**src/rtl/iob_countdown_if.sv**
```systemverilog
// Load handshake, mode controls and count outputs of iob_countdown.
// Signal names match the legacy port names for drop-in compatibility.
interface iob_countdown_if #(
    parameter int unsigned DATA_W = 16
);
    logic              load_valid_i;
    logic              load_ready_o;
    logic [DATA_W-1:0] load_data_i;
    logic              reload_en_i;
    logic              counter_en_i;
    logic [DATA_W-1:0] data_o;
    logic              busy_o;
    logic              done_o;

    modport master (
        output load_valid_i, load_data_i, reload_en_i, counter_en_i,
        input  load_ready_o, data_o, busy_o, done_o
    );

    modport slave (
        input  load_valid_i, load_data_i, reload_en_i, counter_en_i,
        output load_ready_o, data_o, busy_o, done_o
    );
endinterface

```
**src/rtl/iob_countdown.sv**
```systemverilog
// Loadable down-counter with valid/ready load, terminal-count pulse and
// optional auto-reload; used as a timeout/interval source.
module iob_countdown #(
    parameter int unsigned DATA_W = 16
) (
    input  logic clk_i,
    input  logic cke_i,
    input  logic arst_n_i,
    input  logic counter_rst_i,
    iob_countdown_if.slave ctrl
);
    localparam logic [0:0] IDLE = 1'b0;
    localparam logic [0:0] RUN  = 1'b1;
    localparam logic [DATA_W-1:0] ONE = DATA_W'(1);

    logic [0:0]        state;
    logic [DATA_W-1:0] count;
    logic [DATA_W-1:0] reload_val;
    logic              done;

    always_ff @(posedge clk_i or negedge arst_n_i) begin
        if (!arst_n_i) begin
            state      <= IDLE;
            count      <= '0;
            reload_val <= '0;
            done       <= 1'b0;
        end else if (cke_i) begin
            if (counter_rst_i) begin
                state      <= IDLE;
                count      <= '0;
                reload_val <= '0;
                done       <= 1'b0;
            end else begin
                done <= 1'b0;
                case (state)
                    IDLE: begin
                        if (ctrl.load_valid_i) begin
                            count      <= ctrl.load_data_i;
                            reload_val <= ctrl.load_data_i;
                            if (ctrl.load_data_i != '0) begin
                                state <= RUN;
                            end else begin
                                done <= 1'b1;
                            end
                        end
                    end
                    default: begin
                        if (ctrl.counter_en_i) begin
                            if (count > ONE) begin
                                count <= count - ONE;
                            end else begin
                                // Terminal edge: reload mode is sampled only here.
                                done <= 1'b1;
                                if (ctrl.reload_en_i) begin
                                    count <= reload_val;
                                end else begin
                                    count <= '0;
                                    state <= IDLE;
                                end
                            end
                        end
                    end
                endcase
            end
        end
    end

    assign ctrl.load_ready_o = (state == IDLE);
    assign ctrl.busy_o       = (state == RUN);
    assign ctrl.data_o       = count;
    assign ctrl.done_o       = done;
endmodule
```
**src/flat_wrapper.sv**
```systemverilog
// flat-port wrapper written by rule: the top's interface ports become plain ports
module iob_countdown_flat 
#(
    parameter int unsigned DATA_W = 16
)
  (clk_i, cke_i, arst_n_i, counter_rst_i, ctrl_load_valid_i, ctrl_load_data_i, ctrl_reload_en_i, ctrl_counter_en_i, ctrl_load_ready_o, ctrl_data_o, ctrl_busy_o, ctrl_done_o);
  iob_countdown_if #(.DATA_W(DATA_W)) ctrl_i ();
  input  logic clk_i;
  input  logic cke_i;
  input  logic arst_n_i;
  input  logic counter_rst_i;
  input wire logic [$bits(ctrl_i.load_valid_i)-1:0] ctrl_load_valid_i;
  input wire logic [$bits(ctrl_i.load_data_i)-1:0] ctrl_load_data_i;
  input wire logic [$bits(ctrl_i.reload_en_i)-1:0] ctrl_reload_en_i;
  input wire logic [$bits(ctrl_i.counter_en_i)-1:0] ctrl_counter_en_i;
  output wire logic [$bits(ctrl_i.load_ready_o)-1:0] ctrl_load_ready_o;
  output wire logic [$bits(ctrl_i.data_o)-1:0] ctrl_data_o;
  output wire logic [$bits(ctrl_i.busy_o)-1:0] ctrl_busy_o;
  output wire logic [$bits(ctrl_i.done_o)-1:0] ctrl_done_o;
  assign ctrl_i.load_valid_i = ctrl_load_valid_i;
  assign ctrl_i.load_data_i = ctrl_load_data_i;
  assign ctrl_i.reload_en_i = ctrl_reload_en_i;
  assign ctrl_i.counter_en_i = ctrl_counter_en_i;
  assign ctrl_load_ready_o = ctrl_i.load_ready_o;
  assign ctrl_data_o = ctrl_i.data_o;
  assign ctrl_busy_o = ctrl_i.busy_o;
  assign ctrl_done_o = ctrl_i.done_o;
  iob_countdown #(.DATA_W(DATA_W)) u_core (.clk_i(clk_i), .cke_i(cke_i), .arst_n_i(arst_n_i), .counter_rst_i(counter_rst_i), .ctrl(ctrl_i));
endmodule
```
**config.mk**
```make
export PLATFORM = sky130hd
export DESIGN_NAME = iob_countdown_flat
export DESIGN_NICKNAME = d
export VERILOG_FILES = /design/src/rtl/iob_countdown_if.sv /design/src/rtl/iob_countdown.sv /design/src/flat_wrapper.sv
export SDC_FILE = /design/constraint.sdc
export NUM_CORES = 1
export LEC_CHECK = 0
export ABC_AREA = 1
export CAP_MARGIN = 30
export CORE_MARGIN = 3
export CORE_UTILIZATION = 57
export DETAILED_ROUTE_END_ITERATION = 10
export MAX_ROUTING_LAYER = met4
export PLACE_DENSITY_LB_ADDON = 0.25
export SLEW_MARGIN = 20
export SYNTH_ARGS = -nofsm -noshare
export SYNTH_HDL_FRONTEND = slang
export SYNTH_SLANG_ARGS = --single-unit
```
**constraint.sdc**
```tcl
create_clock -name clk_i -period 2.7 [get_ports clk_i]
set_input_delay 0.405 -clock clk_i [delete_from_list [all_inputs] [get_ports clk_i]]
set_output_delay 0.405 -clock clk_i [all_outputs]
set_load 0.005 [all_outputs]
```
* Yosys cells after proc, flatten, opt, wreduce, memory -nomap -nowiden
Cells that the tools add are included.
** Storage, ports and cells
- Flip-flop bits (word level) :: 34
- Output and inout bits :: 19
** Operators by class
- Add/subtract/negate cells :: 1
- Magnitude comparators :: 1
- Eq/ne operators :: 2
- Mux-type cells :: 21
- Bitwise gates (word level) :: 1
- Reductions and logical operators :: 5
** Operators by type and width (count)
- 16-bit two-way mux :: 8
- 16-bit by 1-bit > comparator with 1-bit output (second input constant) :: 1
- 16-bit nonzero test :: 1
- 16-bit by 1-bit subtractor with 16-bit output (second input constant) :: 1
- 1-bit two-way mux :: 13
- 3-bit AND reduction :: 2
- 3-bit != test (second input constant) :: 1
- 3-bit nonzero test :: 1
- 2-bit != test (second input constant) :: 1
- 2-bit nonzero test :: 1
- 1-bit NOT :: 1

* Logic depth before layout (Yosys ltp)
- Word-level depth :: 5
- Mapped depth :: 12

* Worst setup path before layout
Ideal clock, no wire load.
- Kind :: flip-flop to flip-flop
- From :: register u_core.count[0], in the netlist u_core.ctrl.data_o[0]
- To :: register u_core.count[4], in the netlist u_core.ctrl.data_o[4]
- Library setup time :: 121 ps
- Arrival time :: 1435 ps
- Required time :: 2579 ps
- Setup slack :: 1144 ps
- Stages on the path, launching flop included :: 11
- Buffers on the path :: 1
- Period minus slack after synthesis :: 1556 ps
- Cells stage by stage :: dfrtp_1 inv_1 ha_1 o21ai_0 nor2_2 nand2_4 buf_6 nand2_1 o211ai_2 nand2_1 o21ai_1
** On the way
- Word-level cells in the longest chain between the ends :: 5
- Elaborated cells on any way between the ends :: 6
** Ends and longest elaborated chain
- from (decl) :: line iob_countdown.sv:17 : logic [DATA_W-1:0] count;
- from (signal assigned) :: line iob_countdown.sv:38 : count <= ctrl.load_data_i;
- from (signal assigned) :: line iob_countdown.sv:50 : count <= count - ONE;
- from (signal assigned) :: line iob_countdown.sv:55 : count <= reload_val;
- 16-bit by 1-bit subtractor with 16-bit output / 16-bit by 1-bit > comparator with 1-bit output (equally long branches) :: line iob_countdown.sv:50, iob_countdown.sv:49
- 16-bit two-way mux (*) :: line iob_countdown.sv:49 : if (count > ONE) begin
- 16-bit two-way mux (*) :: line iob_countdown.sv:48 : if (ctrl.counter_en_i) begin
- 16-bit two-way mux (*) :: line iob_countdown.sv:35 : case (state)
- 16-bit two-way mux (*) :: line iob_countdown.sv:28 : if (counter_rst_i) begin
Every way passes the cells marked *; elsewhere a longest branch is shown, timed or not. The select of a mux whose other input is x is not followed.
A chain may end at the register's enable or synchronous reset.

* Worst setup path after layout
- From :: register u_core.state, in the netlist u_core.ctrl.busy_o
- To :: output port ctrl_load_ready_o
** On the way
- Word-level cells in the longest chain between the ends :: 1
** Ends and longest elaborated chain
- from (decl) :: line iob_countdown.sv:16 : logic [0:0] state;
- from (signal assigned) :: line iob_countdown.sv:23 : state <= IDLE;
- from (signal assigned) :: line iob_countdown.sv:29 : state <= IDLE;
- from (signal assigned) :: line iob_countdown.sv:41 : state <= RUN;
- 1-bit NOT :: line iob_countdown.sv:68 : assign ctrl.load_ready_o = (state == IDLE);
- to (decl) :: line flat_wrapper.sv:16 : output wire logic [$bits(ctrl_i.load_ready_o)-1:0] ctrl_load_ready_o;
No other way between the ends.

==> flow_metrics.tcl <==
set metrics [dict create \
    switching_share_pct 37.66 \
    viasPerCell 5.515 \
    synthAdderAreaFrac_pct 1.060 \
    critPathKind "flip-flop to primary output" \
    worstMarginPinSlew_ns 0.6719 \
    core_area_um2 3826 \
    async_flop_share_pct 100.0 \
    placed_cells 426 \
    postCtsHoldBufs 0 \
    cts-htree-levels 2 \
    clock_latency_ns 0.29 \
    cp_data_required_time_ns 2.30 \
    cts_resized 0 \
    drive_gt1_share_pct 7.792 \
    via_count 2388 \
    pwr-share-comb_pct 39.6 \
    synth_top_family_by_area "simple AND/OR/NAND/NOR gates" \
    synth.avg_cell_area_um2 6.820 \
    cts_tree "yes" \
    post-place-ws_ns 0.7782 \
    clock.fmax_mhz 505.7 \
    synth.distinct_cells 29 \
    antenna_cells 0 \
    status "finished, final reports clean" \
    drc 0 \
    cp_slowest_cell "clkdlybuf4s50_1" \
    min_to "u_core.reload_val[15]" \
    intPower_mw 1.068 \
    hold_start "u_core.reload_val[15]" \
    cap_viol_max_count 0 \
    switching_power_mw 0.6450 \
    port_buffers 41 \
    crit_arrival_ns 1.57 \
    synth-main-ff-cell "dfrtp_1" \
    peakVddDrop_mv 0.3973 \
    ys_warn_count 0 \
    cpLargestDelayFamily "buffers and inverters" \
    slew_headroom_pct 55.07 \
    fp.dieH_um 70.34 \
    leakage_nw 1.351 \
    gp_congestion 0.8931 \
    synth_cells 346 \
    overflow 0 \
    synthTopCellsByArea "dfrtp_1, nand2_1, nand3_1, nor2_1, o21a_1" \
    synth.mux.area_fraction_pct 0 \
    antenna_found_initial 0 \
    grt_pass1_wl_mm 10.45 \
    synth-simple-area-share_pct 39.02 \
    period_needed_ns 1.977 \
    synth_common_cells "nand2_1, dfrtp_1, nor2_1" \
    first_iter_violations 246 \
    cts.path.max_buffers 2 \
    r2r_cells 11 \
    area_growth_syn_to_layout_pct 21.58 \
    synth_compound_area_share_pct 14.32 \
    die_w_um 70.34 \
    synth-edff-count 0 \
    wirelength_mm 5.909 \
    grt_setup_unrepaired "false" \
    crit_path_start_kind "flip-flop" \
    finalHoldViolCount 0 \
    grt_max_degree 35 \
    crit_path_max_incr_delay_ns 0.59 \
    reg2reg_from "u_core.ctrl.data_o[0]" \
    fp-row-count 22 \
    synth_fp_nets 371 \
    postCtsSetupBuffers 0 \
    critPathBufInv 2 \
    fillCellCount 313 \
    clkSlewWorstSetupHoldPaths_ns 0.06 \
    drtAntennaViolNets 0 \
    fp.dieArea_um2 4948 \
    power.density_nw_per_um2 597.0 \
    start_util_pct 61.67 \
    cp-end-kind "primary output" \
    grtUsageTotal_pct 26.82 \
    grt_pass1_vias 2313 \
    synth.most_common_cell "nand2_1" \
    synth_top_cell_area_share_pct 36.06 \
    yosys_register_bits 34 \
    finalMaxSlewViolations 0 \
    syn_area_um2 2360 \
    numCtsBuffers 5 \
    setup_viol 0 \
    r2r-end "u_core.ctrl.data_o[9]" \
    skew_ns 0.007517 \
    firstDrtPassIters 5 \
    fin_nets 410 \
    period_share_pct 73.23 \
    synth-seq-area-share_pct 36.06 \
    dp_hpwl_mm 4.289 \
    cts_root_buffer "clkbuf_8" \
    synth_area_leader_cell "dfrtp_1" \
    clockPowerShare_pct 20.6 \
    hold_path_depth 1 \
    seq_power_share_pct 39.7 \
    tns_ns 0 \
    crit_chain "inv_1, clkdlybuf4s50_1" \
    cts.sinks 34 \
    io_pins 42 \
    path_max_fanout 14 \
    synth_xor_xnor_area_share_pct 2.227 \
    fin_cells 433 \
    r2r_setup_slack_ns 0.91 \
    wl_per_cell_um 13.65 \
    setup_ws_ns 0.7227 \
    holdCritPathClass "flip-flop to flip-flop" \
]
flip-flops by register name (all words and copies together) (netlist names):
name                cells
u_core.ctrl.busy_o      1
u_core.ctrl.data_o     16
u_core.ctrl.done_o      1
u_core.reload_val      16
cell families (layout without fill, tap and decap cells):
kind of cell | after synthesis | count (layout)
XOR/XNOR | 6 | 6
buffers and inverters | 40 | 79
AND/OR/NAND/NOR | 212 | 212
AO/OA/AOI/OAI | 52 | 52
flip-flops | 34 | 34
adder cells (fa/ha/maj) | 2 | 2
worst max path at each step:
stage                            endpoint  cells past startpoint  slack, ns                  start
global placement    u_core.ctrl.data_o[0]                      5       0.80       ctrl_reload_en_i
global route            ctrl_load_ready_o                      2       0.64     u_core.ctrl.busy_o
detailed placement  u_core.ctrl.data_o[1]                      8       0.78          counter_rst_i
finish                  ctrl_load_ready_o                      2       0.72     u_core.ctrl.busy_o
floorplan           u_core.ctrl.data_o[4]                     10       1.14  u_core.ctrl.data_o[0]
CTS                     ctrl_load_ready_o                      2       0.71     u_core.ctrl.busy_o
metal layers:
metal | part of all wire, % | GRT usage (%)
met5 | 0 | -
met2 | 46 | 41.16
met4 | 1.4 | 8.085
met3 | 9.1 | 5.324
met1 | 44 | 35.88
through the flow:
stage               hold WS [ns]  utilization (%)  cell area (um^2)  total power [mW]
global route              0.5063            74.98              2869             1.844
global placement          0.4704            72.99              2793             1.344
floorplan                 0.1094                -              2360             1.120
finish                    0.4935            74.98              2869             1.713
CTS                       0.4947            74.98              2869             1.715
detailed placement        0.4759            72.99              2793             1.361
placed cells by master (no fill, tap or decap), types with 6 or more instances in the layout:
cell	count
a211oi_1	6
a21oi_1	7
clkdlybuf4s50_1	41
dfrtp_1	34
inv_1	25
nand2_1	131
nand3_1	28
nor2_1	32
o21a_1	13
o21ai_0	14
o21ai_1	7
xor2_1	6
power groups by stage:
stage | clock (mW) | sequential, mW | combinational [mW]
5_1_grt | 0.380 | 0.695 | 0.770
4_1_cts | 0.358 | 0.678 | 0.679
6_report | 0.353 | 0.681 | 0.679
2_1_floorplan | 0 | 0.673 | 0.447
3_5_place_dp | 0 | 0.687 | 0.674
3_3_place_gp | 0 | 0.684 | 0.660
area by class of cell:
cell class	instances	area, um^2	area share [%]
repair buffers	46	447.9	15.61
clock buffers	7	76.32	2.660
flip-flops and latches	34	850.8	29.66
well taps	48	60.06	2.093
multi-input cells	272	1336	46.58
inverters	26	97.59	3.402
Power figures use the tool's default switching activity.
